==> src/rtl/video_fetch_arbiter.sv <==
// video_fetch_arbiter
//   Shares one banked SRAM port set between a peripheral bus slave and a
//   video prefetch engine. The video engine streams words from a wrapping
//   read pointer into a small FIFO. The bus slave serves reads and writes
//   that fall inside its address window.
//
//   Optional feature macro: VIDEO_UNDERRUN_DETECT_EN
//     When defined, a pop while the FIFO is empty sets a sticky video_underrun
//     flag. When undefined, video_underrun is tied to 0.
//
// Ports
//   clk, rst_n              clock, asynchronous active-low reset
//   peripheralBus_*         bus slave: we/oe strobes, byte address, byte
//                           select, write data, busy, read data, read valid
//                           (requestOutput)
//   video_enable/start      fetch enable; start pulse that flushes the FIFO
//                           and loads video_startAddress
//   video_pop/data/valid    FIFO consumer side
//   video_underrun          sticky pop-while-empty flag
//   sram_*                  shared SRAM port; one active-low csb per bank;
//                           sram_dout carries bank b at bits 32b+31:32b
module video_fetch_arbiter #(
  parameter int          BANKS             = 2,
  parameter int          SRAM_ADDRESS_SIZE = 9,
  parameter int          FIFO_DEPTH        = 4,
  parameter logic [23:0] BASE_ADDRESS      = 24'h000000,
  localparam int         AW                = SRAM_ADDRESS_SIZE + $clog2(BANKS)
) (
  input  logic                         clk,
  input  logic                         rst_n,
  input  logic                         peripheralBus_we,
  input  logic                         peripheralBus_oe,
  input  logic [23:0]                  peripheralBus_address,
  input  logic [3:0]                   peripheralBus_byteSelect,
  input  logic [31:0]                  peripheralBus_dataWrite,
  output logic                         peripheralBus_busy,
  output logic [31:0]                  peripheralBus_dataRead,
  output logic                         requestOutput,
  input  logic                         video_enable,
  input  logic                         video_start,
  input  logic [AW-1:0]                video_startAddress,
  input  logic                         video_pop,
  output logic [31:0]                  video_data,
  output logic                         video_valid,
  output logic                         video_underrun,
  output logic [BANKS-1:0]             sram_csb,
  output logic                         sram_web,
  output logic [3:0]                   sram_wmask,
  output logic [SRAM_ADDRESS_SIZE-1:0] sram_addr,
  output logic [31:0]                  sram_din,
  input  logic [32*BANKS-1:0]          sram_dout
);
  localparam int          BW        = (BANKS > 1) ? $clog2(BANKS) : 1;
  localparam int          PW        = $clog2(FIFO_DEPTH);
  localparam int          CW        = PW + 1;
  localparam logic [24:0] WIN_BYTES = 25'(4 * BANKS * (2 ** SRAM_ADDRESS_SIZE));
  localparam logic [24:0] WIN_END   = {1'b0, BASE_ADDRESS} + WIN_BYTES;

  logic [BANKS-1:0][31:0] w_dout;
  assign w_dout = sram_dout;

  // State
  logic [AW-1:0] r_vptr;
  logic [CW-1:0] r_count;
  logic [PW-1:0] r_wr, r_rd;
  logic [31:0]   r_mem [FIFO_DEPTH];
  logic [31:0]   r_last;
  logic          r_rd_vid, r_rd_bus;
  logic [BW-1:0] r_rd_bank;

  // Bus decode (window-relative word address)
  logic                         w_in_win, w_bus_req, w_bus_wr;
  logic [AW-1:0]                w_bus_word;
  logic [BW-1:0]                w_bus_bank, w_vid_bank;
  logic [SRAM_ADDRESS_SIZE-1:0] w_bus_row, w_vid_row;

  assign w_in_win   = (peripheralBus_we | peripheralBus_oe) &&
                      (peripheralBus_address >= BASE_ADDRESS) &&
                      ({1'b0, peripheralBus_address} < WIN_END);
  assign w_bus_word = AW'((peripheralBus_address - BASE_ADDRESS) >> 2);
  assign w_bus_bank = BW'(w_bus_word >> SRAM_ADDRESS_SIZE);
  assign w_bus_row  = w_bus_word[SRAM_ADDRESS_SIZE-1:0];
  assign w_vid_bank = BW'(r_vptr >> SRAM_ADDRESS_SIZE);
  assign w_vid_row  = r_vptr[SRAM_ADDRESS_SIZE-1:0];
  assign w_bus_wr   = peripheralBus_we;
  // The master keeps oe high during the data-return cycle; that cycle is
  // the completion, not a new request.
  assign w_bus_req  = w_in_win & ~r_rd_bus;

  // Arbitration. Only one access is ever in flight, so only the video
  // read in flight counts against FIFO space.
  logic [CW-1:0] w_fill;
  logic          w_vid_want, w_vid_gnt, w_bus_gnt;

  assign w_fill     = r_count + CW'(r_rd_vid);
  assign w_vid_want = video_enable & ~video_start & (w_fill < CW'(FIFO_DEPTH));
  assign w_vid_gnt  = w_vid_want & (~w_bus_req | (r_count <= CW'(FIFO_DEPTH / 2)));
  assign w_bus_gnt  = w_bus_req & ~w_vid_gnt;

  // SRAM port and bus handshake; rst_n gates everything so reset takes
  // effect mid-cycle rather than at the next edge.
  always_comb begin
    sram_csb   = '1;
    sram_web   = 1'b1;
    sram_wmask = '0;
    sram_addr  = '0;
    sram_din   = '0;
    if (rst_n && w_vid_gnt) begin
      sram_csb[w_vid_bank] = 1'b0;
      sram_addr            = w_vid_row;
    end else if (rst_n && w_bus_gnt) begin
      sram_csb[w_bus_bank] = 1'b0;
      sram_addr            = w_bus_row;
      if (w_bus_wr) begin
        sram_web   = 1'b0;
        sram_wmask = peripheralBus_byteSelect;
        sram_din   = peripheralBus_dataWrite;
      end
    end
  end

  assign peripheralBus_busy     = rst_n & w_bus_req & ~(w_bus_gnt & w_bus_wr);
  assign requestOutput          = r_rd_bus;
  assign peripheralBus_dataRead = r_rd_bus ? w_dout[r_rd_bank] : '0;

  // FIFO. A start flush wins over a same-cycle push or pop.
  logic w_push, w_pop;
  assign w_push      = r_rd_vid & ~video_start;
  assign w_pop       = video_pop & (r_count != '0) & ~video_start;
  assign video_valid = (r_count != '0);
  assign video_data  = video_valid ? r_mem[r_rd] : r_last;

  always_ff @(posedge clk) begin
    if (w_push) r_mem[r_wr] <= w_dout[r_rd_bank];
  end

  always_ff @(posedge clk or negedge rst_n) begin
    if (!rst_n) begin
      r_vptr    <= '0;
      r_count   <= '0;
      r_wr      <= '0;
      r_rd      <= '0;
      r_last    <= '0;
      r_rd_vid  <= 1'b0;
      r_rd_bus  <= 1'b0;
      r_rd_bank <= '0;
    end else begin
      r_rd_vid <= w_vid_gnt;
      r_rd_bus <= w_bus_gnt & ~w_bus_wr;
      if (w_vid_gnt)      r_rd_bank <= w_vid_bank;
      else if (w_bus_gnt) r_rd_bank <= w_bus_bank;
      if (video_start) begin
        r_vptr  <= video_startAddress;
        r_count <= '0;
        r_wr    <= '0;
        r_rd    <= '0;
      end else begin
        if (w_vid_gnt) r_vptr <= r_vptr + 1'b1;
        if (w_push) r_wr <= r_wr + 1'b1;
        if (w_pop) begin
          r_last <= r_mem[r_rd];
          r_rd   <= r_rd + 1'b1;
        end
        if (w_push && !w_pop)      r_count <= r_count + 1'b1;
        else if (w_pop && !w_push) r_count <= r_count - 1'b1;
      end
    end
  end

`ifdef VIDEO_UNDERRUN_DETECT_EN
  logic r_underrun;
  always_ff @(posedge clk or negedge rst_n) begin
    if (!rst_n)                            r_underrun <= 1'b0;
    else if (video_start)                  r_underrun <= 1'b0;
    else if (video_pop && r_count == '0)   r_underrun <= 1'b1;
  end
  assign video_underrun = r_underrun;
`else
  assign video_underrun = 1'b0;
`endif

endmodule

==> config.mk <==
export PLATFORM = sky130hd
export DESIGN_NAME = video_fetch_arbiter
export DESIGN_NICKNAME = d
export VERILOG_FILES = /design/src/rtl/video_fetch_arbiter.sv
export SDC_FILE = /design/constraint.sdc
export NUM_CORES = 1
export LEC_CHECK = 0
export BUFFER_PORTS_ARGS = -buffer_cell sky130_fd_sc_hd__buf_4
export CELL_PAD_IN_SITES_DETAIL_PLACEMENT = 1
export CELL_PAD_IN_SITES_GLOBAL_PLACEMENT = 2
export CORE_MARGIN = 1.5
export CORE_UTILIZATION = 35
export DETAILED_ROUTE_END_ITERATION = 10
export GPL_TIMING_DRIVEN = 0
export PLACE_DENSITY_LB_ADDON = 0.25
export RECOVER_POWER = 100
export SLEW_MARGIN = 15
export SYNTH_ARGS = -nofsm -noshare
export SYNTH_HDL_FRONTEND = slang
export SYNTH_SLANG_ARGS = --single-unit
==> constraint.sdc <==
create_clock -name clk -period 2.6 [get_ports clk]
set_input_delay 0.13 -clock clk [delete_from_list [all_inputs] [get_ports clk]]
set_output_delay 0.13 -clock clk [all_outputs]
set_load 0.01 [all_outputs]
### Word-level counts from Yosys, hierarchy flattened

Memory sizes are Yosys's and may differ from the RTL's.
Cells that the tools add are included.
W data, S select, Z words.

* bits in latches: 0
* word-level logic and storage cells: 97
* register bits: 52
* output and inout port bits: 116
* memory bits (writable): 128
* bits in read-only memories: 0
* memories kept: 1
* bits of input ports: 141

* reductions and logical operators: 17
* multipliers: 0
* shift-type cells: 0
* multiplexer cells: 34
* divide/modulo/power cells: 0
* $add $sub $neg: 6
* bitwise operators: 22
* equality and inequality tests: 0
* magnitude comparators: 9

Memory list
* r_mem: words 4, width 32, rd ports 1, clocked after memory_dff 0, write ports 1, line 66 `logic [31:0] r_mem [FIFO_DEPTH];`

Operators with widths (number)
* $mux W32: 7
* $ge A24 B1 Y1 const B: 1
* $lt A24 B13 Y1 const B: 1
* $mux W10: 2
* $mux W9: 2
* $and A1 B1 Y1: 12
* $mux W2: 6
* $mux W4: 3
* $add A10 B1 Y10 const B: 1
* $mux W1: 9
* $mux W3: 3
* $logic_and A1 B1 Y1: 8
* $reduce_bool A2 Y1: 4
* $lt A1 B2 Y1 const B: 3
* $not A1 Y1: 6
* $reduce_bool A3 Y1: 2
* $add A2 B1 Y2 const B: 2
* $not A2 Y2: 2
* $add A3 B1 Y3: 1
* $add A3 B1 Y3 const B: 1
* $le A3 B2 Y1 const B: 1
* $lt A3 B3 Y1 const B: 1
* $sub A3 B1 Y3 const B: 1
* $demux W1 S1: 2
* other kinds (4): 7

### Longest topological paths before layout

Gate-level depths: netlist (run 1).

* word-level depth: 12
* gate-level depth with buffers: 9

### Worst setup path before layout (run 1)

Ideal clock, no wire load.

* path type: register to output
* start: register r_rd_bus (netlist: requestOutput)
* end: output sram_din[22]
* cell stages (with the launch flop): 8
* data required time: 2470 ps
* arrival: 1973 ps
* buffers on the path: 1
* setup slack: 497 ps
* cells stage by stage: dfrtp_1 > nor4_2 > nand4_2 > o21ai_4 > inv_4 > nor3b_4 > buf_6 > and2_1

* cells in the longest elaborated chain, start to end: 10

RTL lines
* start: declaration: line 68 `logic r_rd_vid, r_rd_bus;`
* start signal: assignment: line 149 `r_rd_bus <= w_bus_gnt & ~w_bus_wr;`
* $not A1 Y1 *: line 88 `assign w_bus_req = w_in_win & ~r_rd_bus;`
* $and A1 B1 Y1 *: line 88
* $not A1 Y1: line 97 `assign w_vid_gnt = w_vid_want & (~w_bus_req | (r_count <= CW'(FIFO_DEPTH / 2)));`
* $or A1 B1 Y1: line 97
* $and A1 B1 Y1: line 97
* $not A1 Y1: line 98 `assign w_bus_gnt = w_bus_req & ~w_vid_gnt;`
* $and A1 B1 Y1: line 98
* $logic_and A1 B1 Y1: line 111 `end else if (rst_n && w_bus_gnt) begin`
* $mux W32: line 111
* $mux W32 *: line 108 `if (rst_n && w_vid_gnt) begin`
* end: declaration: line 50 `output logic [31:0] sram_din,`

Every way passes the cells marked *; elsewhere a longest branch is shown, timed or not.

### Worst setup path in the final report (run 1)

* start: register r_rd_vid
* end: output sram_din[22]

* cells in the longest elaborated chain, start to end: 9

RTL lines
* start: declaration: line 68
* start signal: assignment: line 148 `r_rd_vid <= w_vid_gnt;`
* $add A3 B1 Y3 *: line 95 `assign w_fill = r_count + CW'(r_rd_vid);`
* $lt A3 B3 Y1 *: line 96 `assign w_vid_want = video_enable & ~video_start & (w_fill < CW'(FIFO_DEPTH));`
* $and A1 B1 Y1 *: line 96
* $and A1 B1 Y1 *: line 97
* $not A1 Y1: line 98
* $and A1 B1 Y1: line 98
* $logic_and A1 B1 Y1: line 111
* $mux W32: line 111
* $mux W32 *: line 108

Marked as above.

==> results of run 1 <==
==> placed cells by master (no fill, tap or decap), types with 5 or more instances in the layout <==
| master | count |
|---|---|
| a21boi_0 | 8 |
| nor2_1 | 16 |
| mux4_2 | 32 |
| nor3_1 | 6 |
| mux2_1 | 10 |
| nand3_1 | 17 |
| mux2_2 | 86 |
| edfxtp_1 | 128 |
| and2_1 | 71 |
| o21ai_0 | 8 |
| buf_4 | 263 |
| dfrtp_1 | 50 |
| inv_1 | 12 |
| nand2_1 | 17 |
| clkinv_8 | 5 |
| ha_1 | 5 |
| clkbuf_2 | 8 |
| dlygate4sd3_1 | 12 |
| buf_2 | 5 |
| a21oi_1 | 8 |
| clkbuf_1 | 8 |
| clkbuf_16 | 17 |
==> cells by family (layout without fill, tap and decap cells) <==
logic type                 Yosys count  in the layout  synth area share, %
other                                1              1               0.0444
and+or+nand+nor                    148            148                 9.94
buffers and inverters               49            354                 2.62
xor gates and xnor gates             6              6                0.622
DFF                                180            180                 60.9
muxes                              129            129                 21.4
AOI/OAI and AO/OA                   42             42                 3.44
adders and majority gates            6              6                0.978
==> timing repair <==
| item | CTS | global route |
|---|---|---|
| pin swaps | 3 | 3 |
| hold endpoints to repair | 63 | 0 |
| hold buffers | 12 | 0 |
| endpoints found under the setup margin | 107 | 77 |
| resized for setup | 16 | 19 |
| buffers inserted | 6 | 2 |
==> layer usage <==
metal | vias to the layer above | part of all wire [%] | GRT usage [%]
met4 | 0 | 1.5 | 5.52
met3 | 23 | 4.9 | 3.57
li1 | 2676 | - | -
met2 | 190 | 54 | 35.0
met5 | - | 0 | 0
met1 | 2976 | 39 | 21.3
==> cell type report <==
cell class | count | area (um2)
tap | 319 | 399
inverter | 14 | 55.1
sequential | 180 | 5150
fill | 2435 | 11800
timing repair buffer | 277 | 2190
buffer | 31 | 185
multi-input combinational | 332 | 3100
clock buffer | 18 | 439
clock inverter | 14 | 176
==> Yosys cell counts (2+ instances only) <==
master    count  area share [%]
xor2_1        3            0.31
a211oi_1      2            0.18
and2_1       75             5.6
buf_1         3            0.13
inv_1        12            0.53
ha_1          5            0.74
a21oi_1       8            0.47
nand3_1      17             1.0
nor2_1       17            0.76
edfxtp_1    128              46
o21ai_0       8            0.47
clkbuf_1     21            0.93
a21boi_0      9            0.80
xnor2_1       3            0.31
nand2_1      17            0.76
buf_6         3            0.40
mux2_1        6            0.80
buf_2         7            0.41
mux2_2       90              12
dfrtp_1      52              15
mux4_2       32             8.5
a22oi_1       4            0.36
and3_1        4            0.30
a32oi_1       2            0.21
nor3_1        7            0.41
or3_1         3            0.22
==> path summary, 6_finish.rpt <==
path                           endpoint  depth (start not counted)     startpoint  slack (ps)
setup / recovery           sram_din[22]                         11       r_rd_vid         120
hold / removal              r_mem[1][6]                          2  sram_dout[38]          40
setup reg to reg           r_mem[1][21]                          4       r_rd_vid         280
hold reg to reg               r_last[3]                          1      r_last[3]         490
max in group asynchronous       r_rd[0]                          2          rst_n        1900
min in group asynchronous     r_vptr[3]                          2          rst_n         250
==> per-stage QoR <==
| stage | hold WS (ps) | setup slack (ps) | power [mW] | instance area [um2] |
|---|---|---|---|---|
| after global routing | 42.6 | -14.2 | 11.2 | 11700 |
| after global placement | 282 | -229 | 7.95 | 10700 |
| after floorplan | -166 | 497 | 6.40 | 8450 |
| after detailed placement | 287 | -107 | 8.13 | 10800 |
| final | 43.4 | 122 | 10.6 | 11700 |
| after CTS | 29.9 | 4.25 | 10.8 | 11700 |
==> state kept, by name (all words and copies together), names as in the netlist <==
register	flops
r_last	32
r_mem	128
r_rd	2
r_vptr	10
r_rd_vid	1
r_count	3
r_wr	2
r_rd_bank	1
requestOutput	1
==> power groups by stage <==
stage	clock, mW	sequential [mW]	combinational [mW]
2_1_floorplan	0	3.84	2.56
3_3_place_gp	0	3.88	4.07
3_5_place_dp	0	3.92	4.22
4_1_cts	2.67	3.88	4.27
5_1_grt	2.76	3.96	4.48
6_report	2.61	3.90	4.13
==> run_results.csv, run 1 <==
group,metric,value,unit
critical_path,cpMostUsedCell,"buf_4",
detailed_routing,finalWirelength,23200,um
critical_path,crit_fanout,10,
floorplan,dieArea,25100,um2
place,place_congestion,0.743,
detailed_routing,vias,5865,
critical_path,critPathMaxStageDelay,330,ps
floorplan,initial_core_util,35.9,%
clock_tree,cts_tree,"done",
clock_tree,htree_levels,4,
timing,fin_crit,2480,ps
critical_path,worstPathRequired,2470,ps
power_and_ir_drop,irDropWorstVdd,0.432,mV
timing,setup_tns,0,ps
detailed_routing,ant_nets,0,
logic_synthesis,yosysSeqAreaShare,60.9,%
logic_synthesis,synthFlopType,"edfxtp_1",
critical_path,path_delay_family,"simple AND/OR/NAND/NOR gates",
logic_synthesis,ys_ff_latch,180,
logic_synthesis,synth_edf_count,128,
power_and_ir_drop,clockPowerShare,24.5,%
critical_path,cp-end-kind,"primary output",
critical_path,critical_path.cell_chain,"buf_4, nand3_1, xor2_1, and3_2, o21ai_4, inv_4, nor3b_4, buf_12, buf_6, and2_1, buf_4",
clock_tree,path_clk_slew,80,ps
timing,relSlewSlack,28.0,%
layout,antennaDiodeCount,0,
logic_synthesis,syn_inst,561,
clock_tree,clk_latency,450,ps
detailed_routing,vias_per_cell,4.95,
clock_tree,root_buffer,"clkbuf_16",
logic_synthesis,synth_area,8450,um2
floorplan,core-area,23500,um2
power_and_ir_drop,p_int,7.16,mW
power_and_ir_drop,p_comb_share,38.8,%
place,dp.final_hpwl,16400,um
worst_hold_path,min_path_type,"primary input to register",
global_route,grt_pass1_wl,34500,um
global_route,grt_pass1_vias,6344,
global_route,globalRouteTotalUtil,18.6,%
clock_tree,cts_sinks,180,
critical_path,critical_path_arrival,2350,ps
detailed_routing,drtIter0Drc,208,
flow_run,cap_violations,0,
layout,drive_above_1_share,52.3,%
floorplan,pin_count,257,
layout,syn_to_final_growth,38.4,%
global_route,antenna_found_initial,0,
logic_synthesis,syn_area_per_cell,15.1,um2
power_and_ir_drop,power_leakage,4.69,nW
place,port_buffers,253,
clock_tree,clk_path_buf_depth,2,
timing,drv_slew,0,
timing,tightest_slew,1080,ps
layout,fin_cells,1185,
global_route,grt_max_degree,57,
logic_synthesis,synth.net_count,708,
critical_path,start_kind,"register",
logic_synthesis,yosys_warnings,0,
logic_synthesis,synthDistinctLibCells,49,
timing,fmax,404,MHz
timing,fin_worst_skew,28.5,ps
global_route,grt.overflow.total,0,
critical_path,crit_buf_inv,5,
run_status,status,"complete, no violations",
power_and_ir_drop,cellPowerDensity,910,nW/um2
critical_path,worst_path_max_delay_cell,"dfrtp_1",
power_and_ir_drop,p_seq_share,36.7,%
layout,fin_nets,1000,
logic_synthesis,ys_async_sr_fraction,28.9,%
critical_path,critPathKind,"register to primary output",
layout,final_core_util,49.7,%
floorplan,die_y,158,um
detailed_routing,first_pass_iters,4,
detailed_routing,wl_per_cell,19.5,um
timing,final-setup-viol-count,0,
power_and_ir_drop,power.net_switching,3.48,mW
timing,hold_violations,0,
detailed_routing,drt_drc_violations_left,0,
place,dp.cells,1137,
power_and_ir_drop,swShare,32.7,%
timing,period_share,95.3,%
floorplan,rows,56,
clock_tree,numCtsBuffers,17,
floorplan,die_x,158,um
Note: power is estimated with default switching activity, not from simulation.
==> run 2: changes to the inputs <==
- SETUP_SLACK_MARGIN: default -> 0.4
==> run_results.csv, run 2 (synthesis gave the netlist of run 1 again) <==
group,metric,value,unit
place,dp.final_hpwl,16400,um
layout,top_register,"r_mem",
critical_path,cp-end-kind,"primary output",
floorplan,die_y,158,um
power_and_ir_drop,cellPowerDensity,965,nW/um2
timing,hold_violations,0,
critical_path,start_kind,"register",
floorplan,rows,56,
global_route,grt_pass1_vias,6501,
critical_path,crit_fanout,10,
place,post-place-ws,-107,ps
critical_path,crit_buf_inv,3,
detailed_routing,vias,6088,
layout,antennaDiodeCount,0,
critical_path,worst_path_max_delay_cell,"clkbuf_1",
global_route,grt.overflow.total,0,
timing,relSlewSlack,-2.38,%
clock_tree,cts_sinks,180,
layout,reg_top3,"r_mem x128, r_last x32, r_vptr x10",
critical_path,critPathKind,"register to primary output",
flow_run,cap_violations,1,
floorplan,core-area,23500,um2
timing,final-setup-viol-count,0,
critical_path,critical_path.cell_chain,"clkbuf_1, clkbuf_8, mux2_1, and2_1, buf_4",
critical_path,worstPathRequired,2470,ps
detailed_routing,wl_per_cell,20.3,um
layout,syn_to_final_growth,47.9,%
global_route,grt_max_degree,53,
layout,fin_nets,1039,
timing,fmax,405,MHz
layout,largest_register_ffs,128,
timing,drv_slew,53,
timing,grt_setup_unrepaired,"true",
clock_tree,clk_latency,440,ps
timing,fin_worst_skew,20.7,ps
run_status,status,"finished, violations left",
detailed_routing,finalWirelength,24900,um
timing,tightest_slew,1540,ps
run_status,violations,"capacitance limit, slew limit",
timing,setup_ws,134,ps
clock_tree,path_clk_slew,90,ps
detailed_routing,ant_nets,0,
clock_tree,clk_path_buf_depth,2,
place,place_congestion,0.743,
detailed_routing,first_pass_iters,4,
global_route,globalRouteTotalUtil,19.5,%
clock_tree,root_buffer,"clkbuf_16",
layout,final_common_cell,"buf_4",
floorplan,pin_count,257,
power_and_ir_drop,irDropWorstVdd,0.471,mV
detailed_routing,drt_drc_violations_left,0,
timing,period_share,94.9,%
layout,drive_above_1_share,51.0,%
worst_hold_path,min_path_type,"primary input to register",
detailed_routing,vias_per_cell,4.97,
place,port_buffers,253,
critical_path,critPathMaxStageDelay,490,ps
detailed_routing,drtIter0Drc,192,
floorplan,initial_core_util,35.9,%
floorplan,dieArea,25100,um2
global_route,grt_pass1_wl,36200,um
clock_tree,htree_levels,4,
clock_tree,cts_tree,"done",
power_and_ir_drop,power_leakage,5.04,nW
critical_path,path_delay_family,"buffers and inverters",
timing,fin_crit,2470,ps
floorplan,die_x,158,um
clock_tree,numCtsBuffers,17,
global_route,antenna_found_initial,0,
layout,layout_common_cells,"buf_4 (224), edfxtp_1 (128), dfrtp_1 (51)",
timing,setup_tns,0,ps
critical_path,critical_path_arrival,2340,ps
## run 2: changes by cell type in the layout (fill, tap and decap cells not counted), sizes merged
cell	previous run	this run
buf	277	293
clkbuf	37	60
## run 2: final cells by class
cell class | count | area, um2
clock inverters | 14 | 176
inverters | 14 | 55.1
clock buffers | 18 | 439
plain buffers | 35 | 368
multi-input cells | 332 | 3230
well taps | 319 | 399
repair buffers | 312 | 2680
fillers | 2413 | 11000
flip-flops and latches | 180 | 5150
## run 2: final timing paths
kind / startpoint / end / slack, ps / cells past startpoint
max: r_rd_bank / peripheralBus_dataRead[9] / 130 / 5
min: sram_dout[3] / r_mem[1][3] / 60 / 2
max reg2reg: r_rd_vid / r_mem[0][16] / 210 / 5
min reg2reg: r_last[3] / r_last[3] / 490 / 1
max in group asynchronous: rst_n / requestOutput / 640 / 3
min in group asynchronous: rst_n / r_vptr[3] / 930 / 3
## run 2: per-stage QoR
| step | cell area (um2) | hold WS, ps | instances | total power, mW | utilization (%) |
|---|---|---|---|---|---|
| 3_3_place_gp | 10700 | 282 | 1133 | 7.95 | 45.6 |
| 2_1_floorplan | 8450 | -166 | 561 | 6.40 | - |
| 6_report | 12500 | 59.6 | 1224 | 12.1 | 53.1 |
| 5_1_grt | 12500 | 63.0 | 1224 | 12.6 | 53.1 |
| 4_1_cts | 12300 | 29.8 | 1213 | 11.8 | 52.3 |
| 3_5_place_dp | 10800 | 287 | 1137 | 8.13 | 46.1 |
## run 2: what timing repair did
| item | 4_1_cts | 5_1_grt |
|---|---|---|
| pin swaps | 5 | 18 |
| buffers inserted | 25 | 10 |
| hold buffers | 13 | 0 |
| setup endpoints to repair | 154 | 126 |
| gates resized for setup | 96 | 101 |
| hold endpoints to repair | 63 | 0 |
| cloned | 6 | 1 |
## run 2: per-layer routing
layer | GRT usage, % | vias up | wire length (um)
met4 | 5.96 | 0 | 323
li1 | - | 2756 | -
met1 | 22.6 | 3138 | 9950
met3 | 3.16 | 21 | 1050
met2 | 36.8 | 173 | 13500
met5 | 0 | - | 0
## run 2: report_power, final
part           switching (mW)  internal [mW]
clock network            1.28           1.34
registers               0.236           3.63
logic                    2.36           3.21
total                    3.88           8.18
==> run 3: changes to the inputs <==
==> constraint.sdc (replaced) <==
create_clock -name clk -period 2.6 [get_ports clk]
set_input_delay 0.26 -clock clk [delete_from_list [all_inputs] [get_ports clk]]
set_output_delay 0.26 -clock clk [all_outputs]
set_load 0.01 [all_outputs]
==> run_results.csv, run 3 (synthesis gave the netlist of run 1 again) <==
group,metric,value,unit
run_status,status,"finished, violations left",
run_status,violations,"hold timing",
floorplan,initial_core_util,35.9,%
clock_tree,hold_buffers,1,
critical_path,cp-end-kind,"primary output",
clock_tree,clk_path_buf_depth,2,
layout,top_register,"r_mem",
clock_tree,cts_sinks,180,
critical_path,worst_path_max_delay_cell,"dfrtp_2",
critical_path,start_kind,"register",
power_and_ir_drop,power.net_switching,3.82,mW
timing,drv_slew,0,
clock_tree,htree_levels,4,
detailed_routing,first_pass_iters,4,
detailed_routing,finalWirelength,24000,um
timing,fin_worst_skew,21.3,ps
detailed_routing,ant_nets,0,
global_route,grt_pass1_wl,35900,um
floorplan,dieArea,25100,um2
timing,setup_tns,0,ps
power_and_ir_drop,p_comb_share,47.5,%
clock_tree,path_clk_slew,70,ps
global_route,globalRouteTotalUtil,19.4,%
clock_tree,cts_tree,"done",
layout,drive_above_1_share,59.2,%
timing,period_share,99.7,%
power_and_ir_drop,p_seq_share,30.7,%
power_and_ir_drop,power_leakage,5.24,nW
global_route,grt.overflow.total,0,
power_and_ir_drop,p_total,12.7,mW
flow_run,cap_violations,0,
place,place_congestion,0.757,
layout,fin_nets,1029,
worst_hold_path,min_path_type,"primary input to asynchronous set/reset pin",
layout,layout_common_cells,"buf_4 (220), edfxtp_1 (128), buf_6 (71)",
critical_path,critical_path_arrival,2330,ps
detailed_routing,drt_drc_violations_left,0,
power_and_ir_drop,irDropWorstVdd,0.533,mV
global_route,grt_max_degree,57,
power_and_ir_drop,cellPowerDensity,990,nW/um2
timing,fmax,386,MHz
floorplan,rows,56,
power_and_ir_drop,p_int,8.84,mW
layout,reg_top3,"r_mem x128, r_last x32, r_vptr x10",
critical_path,critPathMaxStageDelay,430,ps
critical_path,worstPathRequired,2340,ps
timing,hold_violations,52,
timing,hold_slack,-78.8,ps
detailed_routing,wl_per_cell,19.8,um
timing,fin_crit,2590,ps
layout,final_common_cell,"buf_4",
critical_path,critPathKind,"register to primary output",
timing,final-setup-viol-count,0,
clock_tree,numCtsBuffers,17,
critical_path,critical_path.cell_chain,"nor4_4, nand4_2, o21ai_4, inv_4, nor3b_4, buf_12, buf_8, and2_4, buf_6",
floorplan,die_y,158,um
critical_path,crit_buf_inv,4,
clock_tree,clk_latency,440,ps
power_and_ir_drop,clockPowerShare,21.8,%
floorplan,die_x,158,um
floorplan,core-area,23500,um2
detailed_routing,vias,6014,
power_and_ir_drop,swShare,30.2,%
timing,tightest_slew,845,ps
layout,syn_to_final_growth,51.5,%
layout,largest_register_ffs,128,
global_route,antenna_found_initial,0,
critical_path,path_delay_family,"simple AND/OR/NAND/NOR gates",
place,dp.final_hpwl,16000,um
place,port_buffers,253,
detailed_routing,vias_per_cell,4.95,
global_route,grt_pass1_vias,6433,
detailed_routing,drtIter0Drc,308,
floorplan,pin_count,257,
timing,relSlewSlack,43.6,%
critical_path,crit_fanout,10,
clock_tree,root_buffer,"clkbuf_16",
layout,antennaDiodeCount,0,
timing,grt_setup_unrepaired,"true",
## run 3: path summary, 6_finish.rpt
check                                       from  cells past startpoint       endpoint  slack, ps
setup reg to reg                   requestOutput                     10      r_vptr[6]        500
min in group clk           video_startAddress[3]                      3      r_vptr[3]         40
hold reg to reg                        r_last[3]                      1      r_last[3]        500
hold / removal                             rst_n                      1      r_vptr[6]        -80
setup / recovery                   requestOutput                      9   sram_din[21]          7
max in group asynchronous                  rst_n                      1  requestOutput       2080
## run 3: metal layers
metal  vias to the layer above  part of all wire (%)  track usage, %
met4                         0                   1.2            5.83
met1                      3062                    40            23.4
li1                       2744                     -               -
met5                         -                     0               0
met3                        21                   5.1            3.76
met2                       187                    54            35.1
## run 3: stage by stage
stage	util [%]	hold slack, ps	instance area (um2)	std cells	setup WS [ps]
2_1_floorplan	-	-35.6	8450	561	490
3_3_place_gp	45.6	423	10700	1133	-385
3_5_place_dp	46.1	425	10800	1137	-218
4_1_cts	53.9	-53.9	12700	1209	-2.29
5_1_grt	54.3	-32.3	12800	1214	-109
6_report	54.3	-78.8	12800	1214	7.03
## run 3: layout make-up
class | instances | area (um2)
fill | 2332 | 10700
sequential | 180 | 5150
multi-input combinational | 332 | 3360
timing repair buffer | 302 | 2730
buffer | 35 | 455
clock buffer | 19 | 453
tap | 319 | 399
clock inverter | 13 | 190
inverter | 14 | 55.1
## run 3: power by group through the flow
stage               clock network, mW  logic [mW]  registers, mW
floorplan                           0        2.56           3.84
finish                           2.76        6.01           3.89
CTS                              2.83        5.97           3.88
detailed placement                  0        4.20           3.92
global route                     2.92        6.39           3.94
global placement                    0        4.08           3.88
## run 3: worst register-to-register path, cell delays in order, from the launching register on
cell and delay [ps]:
dfrtp_2 430, nor4_4 180, nand4_2 190, o21ai_4 220, inv_4 60, buf_4 140
buf_6 120, clkbuf_16 140, buf_4 150, a22oi_1 170, o21ai_0 150
## run 3: what timing repair did
item,4_1_cts,5_1_grt
endpoints found under the setup margin,232,83
pin swaps,22,9
buffers inserted,33,5
endpoints found under the hold margin,53,52
gates cloned,6,0
gates resized for setup,212,23
